`src/rtl/studio2_pkg.sv`:
```
// Shared definitions for the Studio II RAM arbiter.
//   arb_state_t  : arbiter FSM states
//   IDX_BIOS/CART: ioctl_index values accepted by the loader
//   *_DEF        : default geometry for the Studio II memory map
package studio2_pkg;

    typedef enum logic [2:0] {
        ST_IDLE,
        ST_LOAD,
        ST_DMA,
        ST_CPU_RD,
        ST_CPU_WR
    } arb_state_t;

    localparam logic [7:0] IDX_BIOS = 8'd0;
    localparam logic [7:0] IDX_CART = 8'd1;

    localparam int ADDR_W_DEF    = 12;
    localparam int DMA_BURST_DEF = 8;
    localparam int CART_BASE_DEF = 'h400;

endpackage

```
`src/rtl/studio2_ram_arbiter.sv`:
```
// Single-port RAM arbiter for the Studio II memory map.
// One synchronous RAM (1-cycle read latency) is shared by the hps_io loader,
// the CDP1861 video DMA and the CDP1802 CPU.
// Ports:
//   clk, reset                      clock, async active-high reset
//   ioctl_download/index/wr/addr/dout  loader interface (index 0 BIOS, 1 cart)
//   cpu_req/we/addr/wdata -> cpu_ack/cpu_rdata   CPU access, one ack per access
//   dma_req/dma_addr -> dma_ack/dma_data/dma_done  video burst of DMA_BURST bytes
//   load_busy                       loader owns the RAM
//   ram_addr/we/wdata, ram_rdata    registered RAM port
module studio2_ram_arbiter
    import studio2_pkg::*;
#(
    parameter int ADDR_W    = ADDR_W_DEF,
    parameter int DMA_BURST = DMA_BURST_DEF,
    parameter int CART_BASE = CART_BASE_DEF
) (
    input  logic              clk,
    input  logic              reset,
    input  logic              ioctl_download,
    input  logic [7:0]        ioctl_index,
    input  logic              ioctl_wr,
    input  logic [24:0]       ioctl_addr,
    input  logic [7:0]        ioctl_dout,
    input  logic              cpu_req,
    input  logic              cpu_we,
    input  logic [ADDR_W-1:0] cpu_addr,
    input  logic [7:0]        cpu_wdata,
    output logic              cpu_ack,
    output logic [7:0]        cpu_rdata,
    input  logic              dma_req,
    input  logic [ADDR_W-1:0] dma_addr,
    output logic              dma_ack,
    output logic [7:0]        dma_data,
    output logic              dma_done,
    output logic              load_busy,
    output logic [ADDR_W-1:0] ram_addr,
    output logic              ram_we,
    output logic [7:0]        ram_wdata,
    input  logic [7:0]        ram_rdata
);

    localparam int CNT_W = $clog2(DMA_BURST + 1);

    arb_state_t        state;
    logic              pend;
    logic [ADDR_W-1:0] pend_addr;
    logic [7:0]        pend_data;
    logic [ADDR_W-1:0] dma_base;
    logic [CNT_W-1:0]  dma_cnt;    // addresses issued so far in this burst
    logic [1:0]        vld_pipe;   // [0]: address on ram_addr, [1]: its data on ram_rdata
    logic              rd_phase;   // CPU read: 0 = RAM latching address, 1 = data on ram_rdata
    logic [25:0]       load_tgt;
    logic              load_ok;

    // Loader target address; anything outside the RAM or with an unknown
    // index is silently dropped.
    always_comb begin
        load_tgt = {1'b0, ioctl_addr} + ((ioctl_index == IDX_CART) ? 26'(CART_BASE) : 26'd0);
        load_ok  = ioctl_wr
                && (ioctl_index == IDX_BIOS || ioctl_index == IDX_CART)
                && ((load_tgt >> ADDR_W) == 26'd0);
    end

    // One-entry pending write. A new strobe wins over the clear on grant;
    // hps_io spacing makes that collision impossible in practice.
    always_ff @(posedge clk or posedge reset) begin
        if (reset) begin
            pend      <= 1'b0;
            pend_addr <= '0;
            pend_data <= '0;
            load_busy <= 1'b0;
        end else begin
            if (load_ok) begin
                pend      <= 1'b1;
                pend_addr <= load_tgt[ADDR_W-1:0];
                pend_data <= ioctl_dout;
            end else if (state == ST_IDLE && pend) begin
                pend <= 1'b0;
            end
            load_busy <= ioctl_download | pend | load_ok;
        end
    end

    always_ff @(posedge clk or posedge reset) begin
        if (reset) begin
            state     <= ST_IDLE;
            ram_addr  <= '0;
            ram_we    <= 1'b0;
            ram_wdata <= '0;
            cpu_ack   <= 1'b0;
            cpu_rdata <= '0;
            dma_ack   <= 1'b0;
            dma_data  <= '0;
            dma_done  <= 1'b0;
            dma_base  <= '0;
            dma_cnt   <= '0;
            vld_pipe  <= '0;
            rd_phase  <= 1'b0;
        end else begin
            // Strobes are single-cycle unless re-asserted below.
            ram_we   <= 1'b0;
            cpu_ack  <= 1'b0;
            dma_ack  <= 1'b0;
            dma_done <= 1'b0;

            case (state)
                ST_IDLE: begin
                    if (pend) begin
                        state     <= ST_LOAD;
                        ram_addr  <= pend_addr;
                        ram_wdata <= pend_data;
                        ram_we    <= 1'b1;
                    end else if (!ioctl_download && dma_req) begin
                        state    <= ST_DMA;
                        ram_addr <= dma_addr;
                        dma_base <= dma_addr;
                        dma_cnt  <= CNT_W'(1);
                        vld_pipe <= 2'b01;
                    end else if (!ioctl_download && cpu_req) begin
                        ram_addr <= cpu_addr;
                        if (cpu_we) begin
                            state     <= ST_CPU_WR;
                            ram_we    <= 1'b1;
                            ram_wdata <= cpu_wdata;
                        end else begin
                            state    <= ST_CPU_RD;
                            rd_phase <= 1'b0;
                        end
                    end
                end

                ST_LOAD: state <= ST_IDLE;

                ST_CPU_WR: begin
                    cpu_ack <= 1'b1;
                    state   <= ST_IDLE;
                end

                ST_CPU_RD: begin
                    if (!rd_phase) begin
                        rd_phase <= 1'b1;
                    end else begin
                        cpu_ack   <= 1'b1;
                        cpu_rdata <= ram_rdata;
                        state     <= ST_IDLE;
                    end
                end

                ST_DMA: begin
                    // Whatever read has already landed on ram_rdata is delivered.
                    dma_ack  <= vld_pipe[1];
                    dma_data <= ram_rdata;
                    if (ioctl_download) begin
                        // Abort: drop the rest of the burst, no dma_done.
                        vld_pipe <= '0;
                        state    <= ST_IDLE;
                    end else if (vld_pipe[1] && !vld_pipe[0]) begin
                        // Last byte of the burst is being delivered now.
                        dma_done <= 1'b1;
                        vld_pipe <= '0;
                        state    <= ST_IDLE;
                    end else begin
                        vld_pipe[1] <= vld_pipe[0];
                        if (dma_cnt != CNT_W'(DMA_BURST)) begin
                            // Address arithmetic wraps modulo the RAM size.
                            ram_addr    <= dma_base + ADDR_W'(dma_cnt);
                            dma_cnt     <= dma_cnt + 1'b1;
                            vld_pipe[0] <= 1'b1;
                        end else begin
                            vld_pipe[0] <= 1'b0;
                        end
                    end
                end

                default: state <= ST_IDLE;
            endcase
        end
    end

endmodule

```
`config.mk`:
```
export PLATFORM = sky130hd
export DESIGN_NAME = studio2_ram_arbiter
export DESIGN_NICKNAME = d
export VERILOG_FILES = /design/src/rtl/studio2_pkg.sv /design/src/rtl/studio2_ram_arbiter.sv
export SDC_FILE = /design/constraint.sdc
export NUM_CORES = 1
export LEC_CHECK = 0
export ABC_AREA = 0
export ABC_CLOCK_PERIOD_IN_PS = 4800
export BUFFER_PORTS_ARGS = -buffer_cell sky130_fd_sc_hd__buf_2
export CAP_MARGIN = 5
export CORE_UTILIZATION = 56
export DETAILED_ROUTE_END_ITERATION = 12
export PLACE_DENSITY = 0.87
export RECOVER_POWER = 100
export SLEW_MARGIN = 5
export SYNTH_ARGS = -nofsm -noshare
export SYNTH_HDL_FRONTEND = slang
export SYNTH_SLANG_ARGS = --single-unit
```
`constraint.sdc`:
```
create_clock -name clk -period 4.8 [get_ports clk]
set_input_delay 0.24 -clock clk [delete_from_list [all_inputs] [get_ports clk]]
set_output_delay 0.24 -clock clk [all_outputs]
set_load 0.005 [all_outputs]
```
### Word level (Yosys, flattened, before mapping)

Index checks and enable logic that the tools add are counted.

* mux-type cells: 50
* bitwise operators: 3
* reduce and logical (&&, ||, !) cells: 25
* equality and inequality tests: 17
* $add $sub $neg: 3

Operators by type and width (count)
* 12-bit two-way mux: 6
* 8-bit two-way mux: 4
* 25-bit by 11-bit adder with 26-bit output: 1
* 26-bit logical NOT: 1
* 12-bit case mux with 2 select lines: 1
* 3-bit two-way mux: 7
* 4-bit two-way mux: 5
* 1-bit two-way mux: 17
* 2-bit inequality test, second input constant: 8
* 12-bit by 4-bit adder with 12-bit output: 1
* 11-bit two-way mux: 1
* 5-bit AND reduction: 2
* 2-bit nonzero test: 5
* 3-bit case mux with 3 select lines: 1
* 3-bit AND reduction: 3
* 8-bit by 1-bit == test with 1-bit output, second input constant: 1
* 8-bit logical NOT: 1
* 2-bit two-way mux: 4
* 4-bit case mux with 2 select lines: 1
* 3-bit by 2-bit == test with 1-bit output, second input constant: 2
* 1-bit logical AND: 6
* 6-bit AND reduction: 1
* 4-bit by 1-bit adder with 4-bit output, second input constant: 1
* 2-bit by 1-bit inequality test with 1-bit output, second input constant: 2
* other kinds (13): 16

* flip-flop bits (word level): 84
* logic and storage cells: 115
* input bits: 88
* output and inout bits: 41

### Longest topological paths before layout

Gate-level depths: netlist (run 1).

* depth in word-level cells: 6
* depth in mapped cells: 11

### Least setup slack after synthesis (run 1)

OpenSTA, ideal clock, no wires.

* kind: input to register
* start: input port ioctl_index[7]
* end: register pend_addr[11]
* stages on the path: 10
* data arrival time: 2.400 ns
* slack: 2.275 ns
* required time: 4.675 ns
* cell sequence: nor4_1 > and3_1 > ha_1 > ha_1 > nand4_2 > o31a_1 > nor4b_2 > nand4_2 > buf_6 > mux2_4

* word-level cells in the longest chain between the ends: 5

RTL lines
* start, declared: line studio2_ram_arbiter.sv:21 `input logic [7:0] ioctl_index,`
* 8-bit by 1-bit == test with 1-bit output: line studio2_ram_arbiter.sv:59, studio2_ram_arbiter.sv:61
* 11-bit two-way mux: line studio2_ram_arbiter.sv:59 `load_tgt = {1'b0, ioctl_addr} + ((ioctl_index == IDX_CART) ? 26'(CART_BASE) : 26'd0);`
* 25-bit by 11-bit adder with 26-bit output: line studio2_ram_arbiter.sv:59
* 26-bit logical NOT: line studio2_ram_arbiter.sv:62 `&& ((load_tgt >> ADDR_W) == 26'd0);`
* 1-bit logical AND: line studio2_ram_arbiter.sv:62
* end signal, assigned: line studio2_ram_arbiter.sv:76 `pend_addr <= load_tgt[ADDR_W-1:0];`
* end, declared: line studio2_ram_arbiter.sv:47 `logic [ADDR_W-1:0] pend_addr;`

Parallel ways exist; a longest one is shown, timed or not.
A chain may end at the register's enable or synchronous reset.

### Worst setup path in the final report (run 1)

* start: input port ioctl_index[7]
* end: register pend_data[6]

* word-level cells in the longest chain between the ends: 5

RTL lines
* 8-bit by 1-bit == test with 1-bit output: line studio2_ram_arbiter.sv:59, studio2_ram_arbiter.sv:61
* 11-bit two-way mux: line studio2_ram_arbiter.sv:59
* 25-bit by 11-bit adder with 26-bit output: line studio2_ram_arbiter.sv:59
* 26-bit logical NOT: line studio2_ram_arbiter.sv:62
* 1-bit logical AND *: line studio2_ram_arbiter.sv:62
* end signal, assigned: line studio2_ram_arbiter.sv:77 `pend_data <= ioctl_dout;`
* end, declared: line studio2_ram_arbiter.sv:48 `logic [7:0] pend_data;`

Every way passes the cells marked *; elsewhere a longest branch is shown, timed or not.

==> impl_metrics.py, run 1 <==
metrics = {
    "synthesis": {
        "synth_most_common_cell": "dfrtp_1",
        "synth_top_area_cell": "dfrtp_1",
        "netlist_area_um2": 4347,
        "ys_warn_count": 0,
        "synth.top_cells.by_count": "dfrtp_1, nand2_1, o21ai_0",
        "ys_seq_area_share_pct": 48.36,
        "ys_ff_latch": 84,
        "synth.distinct_cells": 51,
        "synth_top_area_share_pct": 48.36,
        "synthCells": 419,
        "syn_avg_cell_area_um2": 10.37,
        "yosys-top-cells-area": "dfrtp_1, mux2_4, nand2_1, mux2_2, mux2i_1",
        "syn_nets": 516,
        "synthArstFlopShare_pct": 100.0,
        "synth-main-ff-cell": "dfrtp_1",
        "synth_edf_count": 0,
    },
    "setup_path": {
        "worstReg2RegEnd": "dma_base[7]$_DFFE_PP0P_",
        "endpoint_kind": "flip-flop",
        "crit_type": "primary input to flip-flop",
        "worstPathMaxFanout": 22,
        "reg2reg_setup_slack_ns": 1.42,
        "required_ns": 5.03,
        "critPathArrivalTime_ns": 4.13,
        "r2r_start": "pend$_DFFE_PP0P_",
        "setup.worst_path.start_class": "primary input",
        "reg2reg_depth": 4,
        "worstSetupStartpoint": "ioctl_index[7]",
    },
    "sta": {
        "maxClockFrequency_mhz": 256.2,
        "final-setup-viol-count": 0,
        "timing.final.ws_setup_ns": 0.8975,
        "fin_crit_sh_pct": 81.30,
        "hold_violations": 0,
        "worstMarginPinSlew_ns": 1.849,
        "maxSlewViolCount": 104,
        "rsz0062_at_grt": "no",
        "finalClockSkew_ns": 0.01116,
        "final.setup.tns_ns": 0,
        "fin_crit_ns": 3.903,
        "slew_headroom_pct": -23.26,
    },
    "floorplanning": {
        "fp.dieH_um": 90.10,
        "die_x_um": 90.10,
        "initial_core_util_pct": 58.98,
        "design.die.area_um2": 8118,
        "row_count": 31,
        "pin_count": 129,
        "core-area_um2": 7370,
    },
    "grt": {
        "grt_max_degree": 45,
        "track_usage_pct": 26.37,
        "grt_antenna_before_repair": 0,
        "gr-total-overflow": 0,
        "grt_pass1_vias": 3576,
        "grt_pass1_wl_mm": 16.87,
    },
    "clocking": {
        "cts_tree": "built",
        "cts_root_buffer": "clkbuf_8",
        "cts_max_level": 3,
        "cts.clk_slew.worst_paths_ns": 0.08,
        "cts_setup_buffers": 0,
        "ctsLongestPathBuffers": 2,
        "cts_inserted_buffers": 9,
        "clk_latency_ns": 0.36,
        "clkSinkCount": 84,
        "cts_resized": 0,
    },
    "hold_path": {
        "hp-class": "primary input to flip-flop",
        "hp-start": "ram_rdata[5]",
        "hold_end": "dma_data[5]$_DFFE_PP0P_",
        "hold_depth": 3,
    },
    "cells_and_area": {
        "multi_input_area_um2": 2078,
        "regArea_um2": 2102,
        "instances_no_fill": 644,
        "antennaDiodeCount": 0,
        "fill_cells": 595,
        "area_growth_pct": 20.55,
        "num-nets-final": 638,
        "drive_above_1_share_pct": 31.74,
    },
    "run": {
        "drv_cap": 3,
    },
    "status": {
        "status": "finished, violations left",
        "violations": "capacitance limit, slew limit",
    },
    "placed_design": {
        "preCtsSetupSlack_ns": 1.169,
        "place_inst": 628,
        "portBuffers": 128,
        "place_congestion": 0.8588,
        "hpwl_mm": 7.326,
    },
    "route": {
        "viasPerCell": 5.589,
        "drtPass1Iterations": 4,
        "drc_errors": 0,
        "wl_per_cell_um": 15.85,
        "drt_wl_total_mm": 10.21,
        "first_iter_violations": 156,
        "vias": 3599,
        "antenna_left": 0,
    },
    "power": {
        "p_per_area_nw_per_um2": 508.1,
        "p_leak_nw": 2.635,
        "peakVddDrop_mv": 0.2450,
    },
}
area by class of cell:
type,count,share of cell area (%)
Tap cell,99,2.364
Clock inverter,5,1.910
Inverter,13,0.9551
Sequential cell,84,40.11
Clock buffer,10,2.627
Multi-Input combinational cell,301,39.66
Timing Repair Buffer,132,12.37
how the worst max path moves through the flow:
stage | to | depth (start not counted)
finish | pend_data[6]$_DFFE_PP0P_ | 10
global route | pend_addr[10]$_DFFE_PP0P_ | 10
CTS | pend_data[7]$_DFFE_PP0P_ | 10
detailed placement | pend_addr[0]$_DFFE_PP0P_ | 10
global placement | pend_data[2]$_DFFE_PP0P_ | 10
floorplan | pend_addr[11]$_DFFE_PP0P_ | 10
cell usage in the layout, fill, tap and decap left out, types with 3 or more instances in the layout:
| master | netlist | layout |
|---|---|---|
| buf_2 | 5 | 111 |
| dfrtp_1 | 84 | 84 |
| nand2_1 | 67 | 67 |
| o21ai_0 | 37 | 37 |
| nor2_1 | 23 | 24 |
| mux2i_1 | 22 | 22 |
| mux2_2 | 21 | 21 |
| mux2_4 | 18 | 18 |
| clkbuf_1 | 11 | 17 |
| a21oi_1 | 15 | 15 |
| inv_1 | 13 | 12 |
| nor3_1 | 11 | 11 |
| nand3_1 | 10 | 10 |
| clkbuf_8 | 0 | 10 |
| ha_1 | 8 | 8 |
| xor2_1 | 7 | 7 |
| xnor2_1 | 5 | 5 |
| nor2b_1 | 4 | 4 |
| o211ai_1 | 4 | 4 |
| and3_1 | 4 | 4 |
| a22o_1 | 4 | 4 |
| nor4_1 | 3 | 3 |
| o31ai_1 | 3 | 3 |
| bufinv_16 | 0 | 3 |
state kept, by name (all words and copies together) (netlist names), 2 cells and up:
signal,cells
dma_data,8
cpu_rdata,8
vld_pipe,2
ram_wdata,8
state,3
dma_base,12
pend_data,8
ram_addr,12
pend_addr,12
dma_cnt,4
per-stage QoR:
step	util, %	area (um^2)	total power [mW]	hold WS [ns]
finish	71.10	5240	2.662	0.07982
global route	71.10	5240	2.853	0.08296
CTS	71.58	5275	2.686	0.07347
detailed placement	68.22	5027	2.079	0.3711
global placement	68.22	5027	2.015	0.3769
floorplan	-	4347	1.733	0.3135
power by group:
part | internal [mW] | switching (mW)
Combinational | 0.417 | 0.506
Clock | 0.355 | 0.249
Sequential | 0.952 | 0.184
Total | 1.72 | 0.939
what timing repair did:
action	4_1_cts	5_1_grt
hold endpoints to repair	34	0
endpoints found under the setup margin	0	0
hold buffers	1	0
logic make-up after synthesis:
group / Yosys count / synth area share, %
xor+xnor: 12 / 2.418
buf+inv: 34 / 3.598
compound gates: 76 / 10.48
fa+ha+maj: 9 / 2.763
simple gates: 143 / 15.66
flops: 84 / 48.36
mux: 61 / 16.72
critical path, cell delays in order:
cell and delay, ns:
buf_2 0.10, nor4_1 0.34, and3_1 0.21, ha_1 0.15, ha_1 0.20, nand4_2 0.13, o31a_1 0.33, nor4b_2 0.26
nand4_1 1.36, mux2_4 0.79
metal layers:
metal / track usage (%) / vias up / part of all wire (%)
met1: 32.33 / 1752 / 41
met2: 45.42 / 126 / 51
met5: 0 / - / 0
met4: 8.871 / 0 / 2.0
li1: - / 1701 / -
met3: 6.599 / 20 / 5.8
(Power assumes the default switching activity.)
==> inputs of run 2 (changes only) <==
--- a/config.mk
+++ b/config.mk
@@ -6,12 +6,12 @@
 export NUM_CORES = 1
 export LEC_CHECK = 0
 export ABC_AREA = 0
-export ABC_CLOCK_PERIOD_IN_PS = 4800
+export ABC_CLOCK_PERIOD_IN_PS = 3900
 export BUFFER_PORTS_ARGS = -buffer_cell sky130_fd_sc_hd__buf_2
 export CAP_MARGIN = 5
-export CORE_UTILIZATION = 56
+export CORE_UTILIZATION = 52
 export DETAILED_ROUTE_END_ITERATION = 12
-export PLACE_DENSITY = 0.87
+export PLACE_DENSITY = 0.81
 export RECOVER_POWER = 100
 export SLEW_MARGIN = 5
 export SYNTH_ARGS = -nofsm -noshare
==> constraint.sdc (replaced) <==
create_clock -name clk -period 3.9 [get_ports clk]
set_input_delay 0.195 -clock clk [delete_from_list [all_inputs] [get_ports clk]]
set_output_delay 0.195 -clock clk [all_outputs]
set_load 0.005 [all_outputs]
==> impl_metrics.py, run 2 (synthesis results as in run 1) <==
metrics = {
    "cells_and_area": {
        "instances_no_fill": 647,
        "area_growth_pct": 18.02,
        "utilization_pct": 65.04,
        "antennaDiodeCount": 0,
        "top_regs": "dma_base (12), pend_addr (12), ram_addr (12)",
        "drive_above_1_share_pct": 28.44,
        "num-nets-final": 637,
        "final_cell_mix": "buf_2, dfrtp_1, nand2_1",
        "final_common_cell": "buf_2",
        "design_area_um2": 5130,
    },
    "sta": {
        "hold_violations": 0,
        "maxSlewViolCount": 122,
        "worst_hold_slack_ns": 0.04606,
        "fin_crit_sh_pct": 82.42,
        "rsz0062_at_grt": "no",
        "final-setup-viol-count": 0,
        "final.setup.tns_ns": 0,
        "maxClockFrequency_mhz": 311.1,
        "worstMarginPinSlew_ns": 2.384,
        "slew_headroom_pct": -59.81,
        "fin_crit_ns": 3.214,
        "timing.final.ws_setup_ns": 0.6858,
        "finalClockSkew_ns": 0.01029,
    },
    "route": {
        "drc_errors": 0,
        "wl_per_cell_um": 15.47,
        "drt_wl_total_mm": 10.01,
        "viasPerCell": 5.453,
        "antenna_left": 0,
        "vias": 3528,
        "first_iter_violations": 236,
        "drtPass1Iterations": 4,
    },
    "power": {
        "p_total_mw": 3.160,
        "p_leak_nw": 2.568,
        "p_per_area_nw_per_um2": 615.9,
        "peakVddDrop_mv": 0.2243,
    },
    "clocking": {
        "cts_resized": 0,
        "cts_root_buffer": "clkbuf_8",
        "cts_max_level": 3,
        "cts.clk_slew.worst_paths_ns": 0.09,
        "holdBufCountCts": 0,
        "cts_tree": "built",
        "cts_inserted_buffers": 9,
        "ctsLongestPathBuffers": 2,
        "cts_setup_buffers": 0,
        "clkSinkCount": 84,
        "clk_latency_ns": 0.35,
    },
    "setup_path": {
        "path_cells": "buf_2, nor4_1, and3_1, ha_1, ha_1, nand4_1, o31a_1, nor4b_1, nand4_2, mux2_1",
        "worstSetupStartpoint": "ioctl_index[7]",
        "worstPathMaxFanout": 22,
        "worstReg2RegEnd": "dma_cnt[3]$_DFFE_PP0P_",
        "setup.worst_path.start_class": "primary input",
        "path_depth": 10,
        "crit_buf_inv": 1,
        "crit_family": "simple AND/OR/NAND/NOR gates",
        "critPathArrivalTime_ns": 3.44,
        "endpoint_kind": "flip-flop",
        "crit_type": "primary input to flip-flop",
        "crit_slowest_cell": "nand4_2",
        "reg2reg_setup_slack_ns": 0.96,
        "cp_common_cell": "ha_1",
        "reg2reg_depth": 7,
        "r2r_start": "pend$_DFFE_PP0P_",
        "required_ns": 4.13,
        "cpPeakStageDelay_ns": 0.73,
    },
    "hold_path": {
        "hold_end": "dma_data[6]$_DFFE_PP0P_",
        "hold_depth": 3,
        "hp-class": "primary input to flip-flop",
        "hp-start": "ram_rdata[6]",
    },
    "placed_design": {
        "place_inst": 631,
        "place_area_um2": 5031,
        "portBuffers": 128,
        "place_congestion": 0.8566,
        "preCtsSetupSlack_ns": 0.2864,
        "hpwl_mm": 7.101,
    },
    "floorplanning": {
        "initial_core_util_pct": 55.11,
        "pin_count": 129,
        "design.die.area_um2": 8728,
        "die_x_um": 93.43,
        "core-area_um2": 7888,
        "fp.dieH_um": 93.43,
        "row_count": 32,
    },
    "grt": {
        "gr-total-overflow": 0,
        "grt_antenna_before_repair": 0,
        "track_usage_pct": 23.87,
        "grt_max_degree": 56,
        "grt_pass1_wl_mm": 16.24,
        "grt_pass1_vias": 3553,
    },
    "run": {
        "drv_cap": 3,
    },
    "status": {
        "violations": "capacitance limit, slew limit",
        "status": "finished, violations left",
    },
}
## run 2: layer usage
metal | vias to the layer above | track usage [%] | wire length, um
li1 | 1711 | - | -
met1 | 1697 | 28.86 | 4163
met5 | - | 0 | 0
met3 | 8 | 4.715 | 614
met4 | 0 | 8.333 | 84
met2 | 112 | 42.28 | 5147
## run 2: how the worst max path moves through the flow
stage / end / slack, ns
2_1_floorplan: pend_addr[11]$_DFFE_PP0P_ / 1.42
3_3_place_gp: pend_addr[0]$_DFFE_PP0P_ / 0.50
3_5_place_dp: pend_addr[2]$_DFFE_PP0P_ / 0.29
4_1_cts: pend_data[7]$_DFFE_PP0P_ / 0.66
5_1_grt: pend_addr[10]$_DFFE_PP0P_ / 0.49
6_report: pend_data[7]$_DFFE_PP0P_ / 0.69
## run 2: layout make-up
type                       instances  area (um^2)
clock inverter                     6        72.57
fill                             698         2758
multi-input combinational        301         2006
tap                              102        127.6
sequential                        84         2102
timing repair buffer             131        634.4
clock buffer                      10        137.6
inverter                          13        50.05
## run 2: tightest hold or removal path: cells and delay by family
family / cells / cell delay (ns)
buffers and inverters: 1 / 0.08
and+or+nand+nor: 2 / 0.09
## run 2: where the power goes
group	internal, mW	leakage [nW]	total, mW	switching (mW)
sequential	1.17	1.07	1.39	0.216
combinational	0.512	1.39	1.13	0.615
clock	0.319	0.103	0.645	0.326
